`config.mk`:
```
export PLATFORM = sky130hd
export DESIGN_NAME = bouncing_ball
export DESIGN_NICKNAME = d
export VERILOG_FILES = /design/src/rtl/bouncing_ball_pkg.sv /design/src/rtl/bouncing_ball_motion.sv /design/src/rtl/bouncing_ball.sv
export SDC_FILE = /design/constraint.sdc
export NUM_CORES = 1
export LEC_CHECK = 0
export CORE_MARGIN = 2
export CORE_UTILIZATION = 57
export DETAILED_ROUTE_END_ITERATION = 10
export PLACE_DENSITY = 0.76
export SLEW_MARGIN = 15
export SYNTH_ARGS = -nofsm -noshare
export SYNTH_HDL_FRONTEND = slang
export SYNTH_SLANG_ARGS = --single-unit
```
`constraint.sdc`:
```
create_clock -name clk -period 8.9 [get_ports clk]
set_clock_uncertainty 0.1 [all_clocks]
set_input_delay 2.225 -clock clk [delete_from_list [all_inputs] [get_ports clk]]
set_output_delay 2.225 -clock clk [all_outputs]
set_load 0.02 [all_outputs]
```
`src/rtl/bouncing_ball_pkg.sv`:
```
// Shared constants, types and the per-axis motion helper for the bouncing-ball renderer.
package bouncing_ball_pkg;

  localparam int PIX_W        = 8;
  localparam int H_ACTIVE_DEF = 640;
  localparam int V_ACTIVE_DEF = 480;

  // RRRGGGBB colour constants
  localparam logic [PIX_W-1:0] RED    = 8'hE0;
  localparam logic [PIX_W-1:0] GREEN  = 8'h1C;
  localparam logic [PIX_W-1:0] BLUE   = 8'h03;
  localparam logic [PIX_W-1:0] CYAN   = 8'h1F;
  localparam logic [PIX_W-1:0] PINK   = 8'hF3;
  localparam logic [PIX_W-1:0] WHITE  = 8'hFF;
  localparam logic [PIX_W-1:0] BLACK  = 8'h00;
  localparam logic [PIX_W-1:0] YELLOW = 8'hFC;

  typedef enum logic {DIR_NEG = 1'b0, DIR_POS = 1'b1} dir_t;

  typedef struct packed {
    logic [9:0] pos;
    dir_t       dir;
    logic       hit;
  } axis_t;

  // One axis step; the sum is signed so moving below zero cannot wrap.
  function automatic axis_t axis_next(input logic [9:0] pos, input dir_t dir,
                                      input logic [3:0] step, input logic [9:0] lo,
                                      input logic [9:0] hi);
    logic signed [11:0] nxt;
    axis_t r;
    if (dir == DIR_POS) nxt = $signed({2'b00, pos}) + $signed({8'h00, step});
    else                nxt = $signed({2'b00, pos}) - $signed({8'h00, step});
    r = '{pos: nxt[9:0], dir: dir, hit: 1'b0};
    if (nxt > $signed({2'b00, hi}))      r = '{pos: hi, dir: DIR_NEG, hit: 1'b1};
    else if (nxt < $signed({2'b00, lo})) r = '{pos: lo, dir: DIR_POS, hit: 1'b1};
    return r;
  endfunction

endpackage

```
`src/rtl/bouncing_ball_motion.sv`:
```
// Ball position/direction registers for both axes; moves once per enabled frame_tick
// and pulses bounce for one cycle when either wall reflects.
module ball_motion
  import bouncing_ball_pkg::*;
#(
  parameter int H_ACTIVE = H_ACTIVE_DEF,
  parameter int V_ACTIVE = V_ACTIVE_DEF,
  parameter int RADIUS   = 16,
  parameter int STEP_X   = 2,
  parameter int STEP_Y   = 1
) (
  input  logic       clk,
  input  logic       rst,
  input  logic       frame_tick,
  input  logic       move_en,
  output logic [9:0] hcentre,
  output logic [9:0] vcentre,
  output logic       bounce
);

  localparam logic [9:0] LO     = 10'(RADIUS);
  localparam logic [9:0] X_HI   = 10'(H_ACTIVE - 1 - RADIUS);
  localparam logic [9:0] Y_HI   = 10'(V_ACTIVE - 1 - RADIUS);
  localparam logic [9:0] X_HOME = 10'(H_ACTIVE / 2);
  localparam logic [9:0] Y_HOME = 10'(V_ACTIVE / 2);

  dir_t  dir_x, dir_y;
  axis_t nx, ny;

  assign nx = axis_next(hcentre, dir_x, 4'(STEP_X), LO, X_HI);
  assign ny = axis_next(vcentre, dir_y, 4'(STEP_Y), LO, Y_HI);

  // NOTE: sequential state uses non-blocking assignment so every register samples
  // pre-edge values; blocking here would create order-dependent simulation results.
  always_ff @(posedge clk) begin
    if (rst) begin
      hcentre <= X_HOME;
      vcentre <= Y_HOME;
      dir_x   <= DIR_POS;
      dir_y   <= DIR_POS;
      bounce  <= 1'b0;
    end else begin
      bounce <= 1'b0;
      if (frame_tick && move_en) begin
        hcentre <= nx.pos;
        vcentre <= ny.pos;
        dir_x   <= nx.dir;
        dir_y   <= ny.dir;
        bounce  <= nx.hit | ny.hit;
      end
    end
  end

endmodule

```
`src/rtl/bouncing_ball.sv`:
```
// Ball over a background with a two-stage pixel pipeline (differences, then distance
// compare and colour select). Define BOUNCING_BALL_BRICK_EN for a brick-wall background.
module bouncing_ball
  import bouncing_ball_pkg::*;
#(
  parameter int               H_ACTIVE   = H_ACTIVE_DEF,
  parameter int               V_ACTIVE   = V_ACTIVE_DEF,
  parameter int               RADIUS     = 16,
  parameter int               STEP_X     = 2,
  parameter int               STEP_Y     = 1,
  parameter int               CELL_W     = 32,
  parameter int               CELL_H     = 16,
  parameter logic [PIX_W-1:0] BALL_COLOR = BLACK,
  parameter logic [PIX_W-1:0] LINE_COLOR = RED,
  parameter logic [PIX_W-1:0] FILL_COLOR = CYAN
) (
  input  logic             clk,
  input  logic             rst,
  input  logic [9:0]       Hcounter,
  input  logic [9:0]       Vcounter,
  input  logic             frame_tick,
  input  logic             move_en,
  output logic [PIX_W-1:0] PixData,
  output logic [9:0]       Hcentre,
  output logic [9:0]       Vcentre,
  output logic             bounce
);

  localparam logic [21:0] R_SQ = 22'(RADIUS * RADIUS);

  ball_motion #(
    .H_ACTIVE(H_ACTIVE), .V_ACTIVE(V_ACTIVE), .RADIUS(RADIUS),
    .STEP_X(STEP_X), .STEP_Y(STEP_Y)
  ) u_motion (
    .clk(clk), .rst(rst), .frame_tick(frame_tick), .move_en(move_en),
    .hcentre(Hcentre), .vcentre(Vcentre), .bounce(bounce)
  );

  logic signed [10:0] dx, dy;
  logic               active_q;
  logic               active;
  logic               mortar;

  assign active = ({1'b0, Hcounter} < 11'(H_ACTIVE)) && ({1'b0, Vcounter} < 11'(V_ACTIVE));

`ifdef BOUNCING_BALL_BRICK_EN
  localparam int         CH_LOG  = $clog2(CELL_H);
  localparam logic [9:0] CW_MASK = 10'(CELL_W - 1);
  localparam logic [9:0] CW_HALF = 10'(CELL_W / 2);
  localparam logic [9:0] CH_MASK = 10'(CELL_H - 1);

  logic [9:0] row;
  logic       mortar_q;

  // Odd brick rows are offset by half a cell.
  assign row    = Vcounter >> CH_LOG;
  assign mortar = ((Vcounter & CH_MASK) == 10'd0) ||
                  (row[0] ? ((Hcounter & CW_MASK) == CW_HALF)
                          : ((Hcounter & CW_MASK) == 10'd0));
`else
  assign mortar = 1'b0;
`endif

  // NOTE: pipeline registers are cleared by the synchronous reset so the first two
  // output pixels after reset are deterministic black rather than stale data.
  always_ff @(posedge clk) begin
    if (rst) begin
      dx       <= '0;
      dy       <= '0;
      active_q <= 1'b0;
`ifdef BOUNCING_BALL_BRICK_EN
      mortar_q <= 1'b0;
`endif
    end else begin
      dx       <= $signed({1'b0, Hcounter}) - $signed({1'b0, Hcentre});
      dy       <= $signed({1'b0, Vcounter}) - $signed({1'b0, Vcentre});
      active_q <= active;
`ifdef BOUNCING_BALL_BRICK_EN
      mortar_q <= mortar;
`endif
    end
  end

  logic signed [21:0] dx_w, dy_w, dx_sq, dy_sq;
  logic        [21:0] dist2;
  logic [PIX_W-1:0]   bg;

  assign dx_w  = 22'(dx);
  assign dy_w  = 22'(dy);
  assign dx_sq = dx_w * dx_w;
  assign dy_sq = dy_w * dy_w;
  assign dist2 = $unsigned(dx_sq) + $unsigned(dy_sq);

  // NOTE: every always_comb output gets a default first, so no path leaves it unassigned
  // and no latch is inferred.
  always_comb begin
    bg = FILL_COLOR;
`ifdef BOUNCING_BALL_BRICK_EN
    if (mortar_q) bg = LINE_COLOR;
`endif
  end

  always_ff @(posedge clk) begin
    if (rst)                PixData <= '0;
    else if (!active_q)     PixData <= '0;
    else if (dist2 <= R_SQ) PixData <= BALL_COLOR;
    else                    PixData <= bg;
  end

endmodule

```
# Word-level counts from Yosys, hierarchy flattened
# Index checks and enable logic that the tools add are counted.
[op_classes]
mux = 7
multipliers = 2
addsub = 7
bitwise_logic = 3
n_reduce_logical = 8
magnitude_cmp = 7
[op_table]
columns = ["cell", "count"]
rows = [
  ["$mux 12", 6],
  ["$mul 11x11->22", 2],
  ["$lt 12x6->1 const B", 2],
  ["$add 22x22->22", 1],
  ["$le 22x9->1 const B", 1],
  ["$sub 10x10->11", 2],
  ["$gt 12x10->1 const B", 1],
  ["$gt 12x11->1 const B", 1],
  ["$add 10x1->11 const B", 1],
  ["$add 10x2->11 const B", 1],
  ["$sub 10x1->11 const B", 1],
  ["$sub 10x2->11 const B", 1],
  ["$lt 10x10->1 const B", 1],
  ["$lt 10x9->1 const B", 1],
  ["$mux 5", 1],
  ["$reduce_and 2->1", 2],
  ["$reduce_bool 2->1", 2],
  ["$reduce_or 2->1", 2],
  ["$logic_and 1x1->1", 2],
  ["$not 1->1", 2],
  ["$or 1x1->1", 1],
]
[word_totals]
inputBits = 24
elab_cells = 43
ff_bits = 54

# Logic depth before layout (Yosys ltp)
[logic_depth]
word_depth = 6
mapped_depth = 25
mapped_depth_nobuf = 25

# Cells and area by module
# A second synthesis with hierarchy kept.
[unflattened]
cells_unflattened = 1328
hier_area_um2 = 11911.4
[modules_own_cells]
columns = ["module", "n_inst", "area_each_um2", "seq_area_each_um2", "cells_each"]
rows = [
  ["bouncing_ball", 1, 10202.3, 480.5, 1126],
  ["ball_motion", 1, 1709.1, 460.4, 202],
]

# Worst setup path after synthesis
# Ideal clock, no wire load.
[synth_timing]
kind = "register -> register"
startpoint = "register dx[10]"
endpoint = "register PixData[3]"
required_ns = 8.665
setup_time_ns = 0.135
path_stages_with_launch = 24
synth_period_minus_slack_ns = 7.088
arrival_time_ns = 6.854
setup_slack_ns = 1.812
cell_sequence = "dfxtp_1 clkbuf_1 clkbuf_1 nand2_1 fa_1 inv_1 fa_1 inv_1 fa_1 inv_1 fa_1 fa_1 fa_1 inv_1 fa_1 inv_1 ha_1 nand2b_1 o32ai_1 or4_1 a2111oi_0 nand4_1 nor3_1 a41oi_1"
[synth_via]
elab_chain_cells = 4
[synth_rtl]
columns = ["element", "line_no", "source"]
rows = [
  ["start: declaration", "bouncing_ball.sv:39", "logic signed [10:0] dx, dy;"],
  ["start signal: assignment", "bouncing_ball.sv:75", "dx <= $signed({1'b0, Hcounter}) - $signed({1'b0, Hcentre});"],
  ["$mul 11x11->22", "bouncing_ball.sv:90", "assign dx_sq = dx_w * dx_w;"],
  ["$add 22x22->22", "bouncing_ball.sv:92", "assign dist2 = $unsigned(dx_sq) + $unsigned(dy_sq);"],
  ["$le 22x9->1", "bouncing_ball.sv:106", "else if (dist2 <= R_SQ) PixData <= BALL_COLOR;"],
  ["$mux 5", "bouncing_ball.sv:106", ""],
  ["end signal: assignment", "bouncing_ball.sv:107", "else PixData <= bg;"],
  ["end: declaration", "bouncing_ball.sv:23", "output logic [PIX_W-1:0] PixData,"],
]
# Every way passes these cells.
# A chain may end at the register's enable or synchronous reset.

# Worst setup path after layout
[layout_timing]
startpoint = "register dy[10]"
endpoint = "register PixData[3]"
[layout_via]
elab_chain_cells = 4
[layout_rtl]
columns = ["element", "line_no", "source"]
rows = [
  ["start: declaration", "bouncing_ball.sv:39", ""],
  ["start signal: assignment", "bouncing_ball.sv:76", "dy <= $signed({1'b0, Vcounter}) - $signed({1'b0, Vcentre});"],
  ["$mul 11x11->22", "bouncing_ball.sv:91", "assign dy_sq = dy_w * dy_w;"],
  ["$add 22x22->22", "bouncing_ball.sv:92", ""],
  ["$le 22x9->1", "bouncing_ball.sv:106", ""],
  ["$mux 5", "bouncing_ball.sv:106", ""],
]
# Every way passes these cells.

==> impl_results.md <==
- Area Overhead vs Synth: 6.88%
- Synth Instances: between 1000 and 1500
- Pwr Total: roughly 4300 uW
- GRT overflow: 0
- Gp weighted congestion: 0.932
- Slew HR: 0.305
- CP endpoint kind: flop
- WL/cell: between 15 and 20 microns
- Hold Buf Count CTS: 0
- Maximum clock path buffer count: 2
- Req. time, crit path: approximately 9000 ps
- # port buffers: 49
- CP arrival: between 7000 and 8000 ps
- Worst Tran Pin Value: between 1000 and 1500 ps
- Max VDD drop: about 0.45 mV
- Kind of critical path: reg2reg
- DP HPWL: between 20 and 25 mm
- DR iter-0 viols: ~400
- Synth area leader: fa_1
- Post-CTS Setup Repair Bufs: 0
- Status: complete, no violations
- Most used DFF post-synth: dfxtp_1
- Final setup violation count: 0
- Clock slew at reported path FFs: roughly 90 ps
- Commonest cells in the netlist: 356 x inv_1, 241 x fa_1, 108 x ha_1
- Core area: around 20000 sq um
- Fillers: 1706
- Synthesized cell area: 11700 sq um
- Clk Latency, worst-skew pair: slightly above 300 ps
- Total track usage: 0.245
- # clock sinks: between 40 and 50
- DR DRC count: 0
- Top Family by Delay on Critical Path: adder cells
- Final core utilization: 0.621
- H-tree Lvls: 2
- Pwr/cell area: ~340 nW/um^2
- Via Count: 8474
- Final nets: between 1500 and 2000
- Synth Warn #: 0
- Total CTS buffers: 5
- Top-count cell post-synth: inv_1
- Mapped Avg Cell Area: 8.95 sq um
- Fin. max-slew vios: 0
- Die width: around 150 microns
- Pin count of the biggest net entering global routing: 48
- Sequential share of the synthesized area: 0.0804
- Post-DR vias/cell: around 5.3
- LEAKAGE: between 0.006 and 0.007 uW
- Crit-path max FO: 21
- Crit-path slowest cell: dfxtp_1
- DIE HEIGHT: approximately 150 microns
- CP startpoint kind: flop
- Post-synth EDFFs: 0
- CTS tree: built
- FP Rows: between 50 and 60
- RSZ-0062 raised after global routing: no
- Post-synth top area share: 0.412
- Starting Density: 0.581
- N_diodes: 0
- Async SR Flop Fraction: 0
- Synth area leaders: fa_1 41%, ha_1 12%, inv_1 11%
- IO Count: 53
- Initial antenna violation count: 0
- DR pass1 iterations: 5
- Die area: 21700 sq um
- First-pass GRT wire length: around 43 mm
- Hold Crit Class: reg2reg
- Fmax: around 130 MHz
- WL final: approximately 24 mm
- Vias in the first global route: ~9200
- DRT antenna net count: 0
- Sum Neg Setup Slack: 0 ps
- Hold Fails Final Rpt: 0
- Post-layout min period: 7720 ps
- Netlist cell types: 63
- CP bufs+invs: 5
- Crit-path max cell delay: around 790 ps
- Final period utilization: 0.867
- Hold_ws: between 400 and 500 ps
- FF+latch count, synth: 47
- Max-Cap Viols: 0
- Layout cell share with drive strength beyond 1: 0.0204
- Worst path most repeated cell: fa_1
- Clock Root Buffer: clkbuf_16
- CP Cell Sequence: nand2_1, inv_1, fa_1, fa_1, inv_1, fa_1, fa_1, inv_1, fa_1, fa_1, inv_1, fa_1, inv_1, ha_1, a221oi_1, nor2_1, or4_1, a2111oi_0, nand4_1, nor3_1, a41oi_1
- Post-CTS resize count: 0
==> through the flow <==
stage | instances | setup WS [ps] | cell area, sq um
global placement | 1588 | 1420 | 12400
detailed placement | 1588 | 1190 | 12400
finish | 1596 | 1180 | 12500
CTS | 1596 | 1190 | 12500
floorplan | 1310 | 1810 | 11700
global route | 1596 | 797 | 12500
==> worst register-to-register path, stage by stage (launching register included) <==
cell and delay (ps):
dfxtp_1 790, nand2_1 350, inv_1 410, fa_1 520
fa_1 540, inv_1 50, fa_1 460, fa_1 520
inv_1 60, fa_1 520, fa_1 540, inv_1 50
fa_1 530, inv_1 40, ha_1 360, a221oi_1 330
nor2_1 60, or4_1 400, a2111oi_0 440, nand4_1 150
nor3_1 240, a41oi_1 140
==> worst paths after layout <==
check                                          from             endpoint  slack, ps  cells after the start
worst max-delay path                         dy[10]           PixData[3]       1180                     21
worst min-delay path            u_motion.hcentre[7]  u_motion.hcentre[7]        440                      2
worst max register to register               dy[10]           PixData[3]       1180                     21
worst min register to register  u_motion.hcentre[7]  u_motion.hcentre[7]        440                      2
==> cell type report <==
cell class | count | area [sq um] | area share
Multi-Input combinational cell | 861 | 9230 | 0.737
Clock buffer | 5 | 125 | 0.0100
Inverter | 356 | 1340 | 0.107
Clock inverter | 3 | 18.8 | 0.00150
Timing Repair Buffer | 54 | 528 | 0.0422
Sequential cell | 47 | 941 | 0.0752
Tap cell | 270 | 338 | 0.0270
==> cell families (layout without fill, tap and decap cells) <==
family / count (synthesis) / after routing / share of synthesized area
buffers and inverters: 402 / 418 / 0.132
DFF: 47 / 47 / 0.0804
AOI/OAI and AO/OA: 141 / 141 / 0.0798
xor gates and xnor gates: 50 / 50 / 0.0374
adders and majority gates: 349 / 349 / 0.527
other: 1 / 3 / 0.000320
muxes: 6 / 6 / 0.00513
and+or+nand+nor: 312 / 312 / 0.137
==> per-layer routing <==
metal / track usage / part of all wire / up-vias
met5: 0 / 0 / -
met4: 0.0837 / 0.033 / 0
met3: 0.0270 / 0.043 / 47
met2: 0.450 / 0.53 / 184
met1: 0.301 / 0.39 / 4237
li1: - / - / 4006
==> flip-flops by register name (all words and copies together), names as in the netlist <==
signal,flops
dx,11
dy,11
u_motion.hcentre,10
u_motion.vcentre,10
PixData,1
active_q,1
u_motion.bounce,1
u_motion.dir_x,1
u_motion.dir_y,1
==> power by group <==
group / internal, uW / leakage (uW) / switching (uW)
Sequential: 226 / 0.000387 / 45.2
Clock: 105 / 0.0000740 / 96.1
Combinational: 1580 / 0.00588 / 2200
Total: 1910 / 0.00634 / 2340
==> cell usage in the layout (no fill, tap or decap), types with 6 or more instances in the layout <==
cell / instances
o21ai_0: 27
a41oi_1: 6
nand4_1: 7
ha_1: 108
or3_1: 6
xnor2_1: 39
a21boi_0: 6
nand2_1: 85
xor2_1: 11
nor2_1: 53
inv_1: 356
o31ai_1: 6
and2_1: 49
fa_1: 241
dfxtp_1: 47
nand2b_1: 15
a21o_1: 14
nor2b_1: 23
clkdlybuf4s50_1: 49
nand3_1: 16
a21oi_1: 32
nor3_1: 26
o21ai_1: 6
mux2i_1: 6
Note: power is estimated with default switching activity, not from simulation.
==> edit (same flow settings) <==
Add an input register stage for `frame_tick` and `move_en`, cleared by the reset; this delays them by one clock. The other inputs are not delayed to match.
--- a/src/rtl/bouncing_ball.sv
+++ b/src/rtl/bouncing_ball.sv
@@ -30,2 +30,15 @@
 
+  logic frame_tick_q;
+  logic move_en_q;
+
+  always_ff @(posedge clk) begin
+    if (rst) begin
+      frame_tick_q <= '0;
+      move_en_q    <= '0;
+    end else begin
+      frame_tick_q <= frame_tick;
+      move_en_q    <= move_en;
+    end
+  end
+
   ball_motion #(
@@ -34,3 +47,3 @@
   ) u_motion (
-    .clk(clk), .rst(rst), .frame_tick(frame_tick), .move_en(move_en),
+    .clk(clk), .rst(rst), .frame_tick(frame_tick_q), .move_en(move_en_q),
     .hcentre(Hcentre), .vcentre(Vcentre), .bounce(bounce)
Function: changed (a bounded check fails within 4 cycles, from zero or initial values and one cycle with rst high).
==> edit against the original RTL <==
  * Final area shrank 0.26%
  * Area after synthesis is essentially flat
  * Sequential share of layout area grew 0.34 points
  * Final cell count shrank 1.2%
  * Setup slack gained 130 ps
  * Power shrank 26%
  * Sequential cell count grew 2
  * Routed wire length grew 0.84%
  * Core utilization shrank 0.16 points
  * Synthesized cell count shrank 1.5%
==> edit: results (changes against the original RTL) <==
- Max stage delay cell, worst path: fa_1 (was dfxtp_1)
- Mapped Cells: 1289 (was 1308)
- Top cells by area, synth: fa_1 41%, ha_1 12%, inv_1 11% (unchanged)
- GRT Resource Usage Total: 0.246 (was 0.245)
- Initial antenna violation count: 0 (unchanged)
- Critical Setup Path Class: flop to flop (unchanged)
- Worst vdd ir: 0.000331 V (was 0.000453 V)
- Status: finished, final reports clean (unchanged)
- Vias per inst: 5.31 (about the same)
- Placed wire-length estimate: 20800 µm (was 20700 µm)
- Fill cells: 1729 (was 1706)
- # nets final: 1679 (was 1698)
- RR Startpoint: dx[10]$_SDFF_PP0_ (was dy[10]$_SDFF_PP0_)
- First-pass GRT wire length: 42500 µm (unchanged)
- Setup WS post-layout: 1310 ps (was 1180 ps)
- CP Data Arrival Time: 7720 ps (was 7810 ps)
- Number of global-route vias before repair: 9125 (was 9216)
- Worst path max stage delay: 830 ps (was 790 ps)
- Met1 WL: 9960 µm (was 9540 µm)
- Largest net degree at the start of global routing: 47 (was 48)
- Share of layout cells above drive strength 1: 0.0237 (was 0.0204)
- Reg2Reg Depth: 22 (was 21)
- Total CTS buffers: 5 (unchanged)
- Crit path max fanout: 20 (was 21)
- Static leakage: 6.21 nW (was 6.34 nW)
- Final cell count without fillers: 1577 (was 1596)
- Synth async-reset ratio: 0 (unchanged)
- Fin. Hold Viols: 0 (unchanged)
- IO buf count: 49 (unchanged)
- Diodes inserted: 0 (unchanged)
- Cells after DPL: 1569 (was 1588)
- Yosys warning count: 0 (unchanged)
- Clk buf depth: 2 (unchanged)
- Register area share after synthesis: 0.0838 (was 0.0804)
- Crit Reg-Reg Endpoint: PixData[3]$_SDFF_PP0_ (unchanged)
- GP Congestion: 0.921 (was 0.932)
- First DRT Iteration DRCs: 478 (was 404)
- Synth cell count leaders: 353 x inv_1, 241 x fa_1, 108 x ha_1 (was 356 x inv_1, 241 x fa_1, 108 x ha_1)
- Met3 wire length: 894 µm (was 1050 µm)
- Synth unique cells: 73 (was 63)
- CTS H-tree lvls: 2 (unchanged)
- Metal2 WL: 12600 µm (was 12800 µm)
- Worst rel slew slack: 0.523 (was 0.305)
- Wire length per cell: 15.5 µm (was 15.2 µm)
## edit: cell count changes after synthesis, moves of 4 or more
cell      unedited run  this run
nor3_1              26        20
a31oi_1              5         0
o21ai_1              6         2
a21o_1              14         9
o21ai_0             27        37
a41oi_1              6         1
buf_6                0         4
buf_2                7         2
nand2b_1            15         6
nand3b_1             2         6
nand2_1             85        79
## edit: cells by family (layout without fill, tap and decap cells)
family	after synthesis	in the layout	synth area share
other cells	1	3	0.000320
mux	9	9	0.00823
compound gates	145	145	0.0833
xor+xnor	47	47	0.0352
fa+ha+maj	349	349	0.528
simple gates	294	294	0.130
buf+inv	395	411	0.132
flops	49	49	0.0838
## edit: final cells by class
cell class | instances | share of cell area
Clock buffer | 5 | 0.0100
Clock inverter | 3 | 0.00231
Inverter | 353 | 0.106
Multi-Input combinational cell | 847 | 0.736
Sequential cell | 49 | 0.0786
Tap cell | 270 | 0.0271
Timing Repair Buffer | 50 | 0.0399
## edit: worst min path at each step
stage	startpoint	end	slack, ps
after floorplan	active_q$_SDFF_PP0_	PixData[3]$_SDFF_PP0_	300
after global placement	u_motion.hcentre[7]$_SDFFE_PP0P_	u_motion.hcentre[7]$_SDFFE_PP0P_	390
after detailed placement	u_motion.hcentre[7]$_SDFFE_PP0P_	u_motion.hcentre[7]$_SDFFE_PP0P_	400
after CTS	u_motion.hcentre[7]$_SDFFE_PP0P_	u_motion.hcentre[7]$_SDFFE_PP0P_	410
after global routing	u_motion.hcentre[7]$_SDFFE_PP0P_	u_motion.hcentre[7]$_SDFFE_PP0P_	450
final	u_motion.hcentre[7]$_SDFFE_PP0P_	u_motion.hcentre[7]$_SDFFE_PP0P_	410
## edit: per-layer routing
metal	GRT usage	vias to the layer above
met2	0.438	170
li1	-	3932
met5	0	-
met4	0.0899	0
met3	0.0329	59
met1	0.307	4215
## edit: through the flow
| step | utilization | total power (W) | cell area [µm²] |
|---|---|---|---|
| 2_1_floorplan | - | 0.00237 | 11700 |
| 3_3_place_gp | 0.611 | 0.00287 | 12300 |
| 3_5_place_dp | 0.611 | 0.00294 | 12300 |
| 4_1_cts | 0.619 | 0.00317 | 12500 |
| 5_1_grt | 0.619 | 0.00356 | 12500 |
| 6_report | 0.619 | 0.00315 | 12500 |
## edit: worst register-to-register path, cell delays in order, from the launching register on
cell and delay [ps]:
dfxtp_1 690, nand2_1 200, fa_1 620, inv_1 70, fa_1 830, inv_1 170, fa_1 500, inv_1 50
fa_1 510, fa_1 440, fa_1 550, inv_1 60, fa_1 520, inv_1 40, ha_1 360, o2111a_1 270
a211o_1 270, a21oi_1 220, o31ai_1 150, a21oi_1 200, mux2_2 350, o21a_1 110, a311oi_1 230
## edit: power by group
part	internal [W]	switching, W
Sequential	0.000229	0.0000361
Combinational	0.00115	0.00151
Clock	0.000108	0.000110
Total	0.00149	0.00166
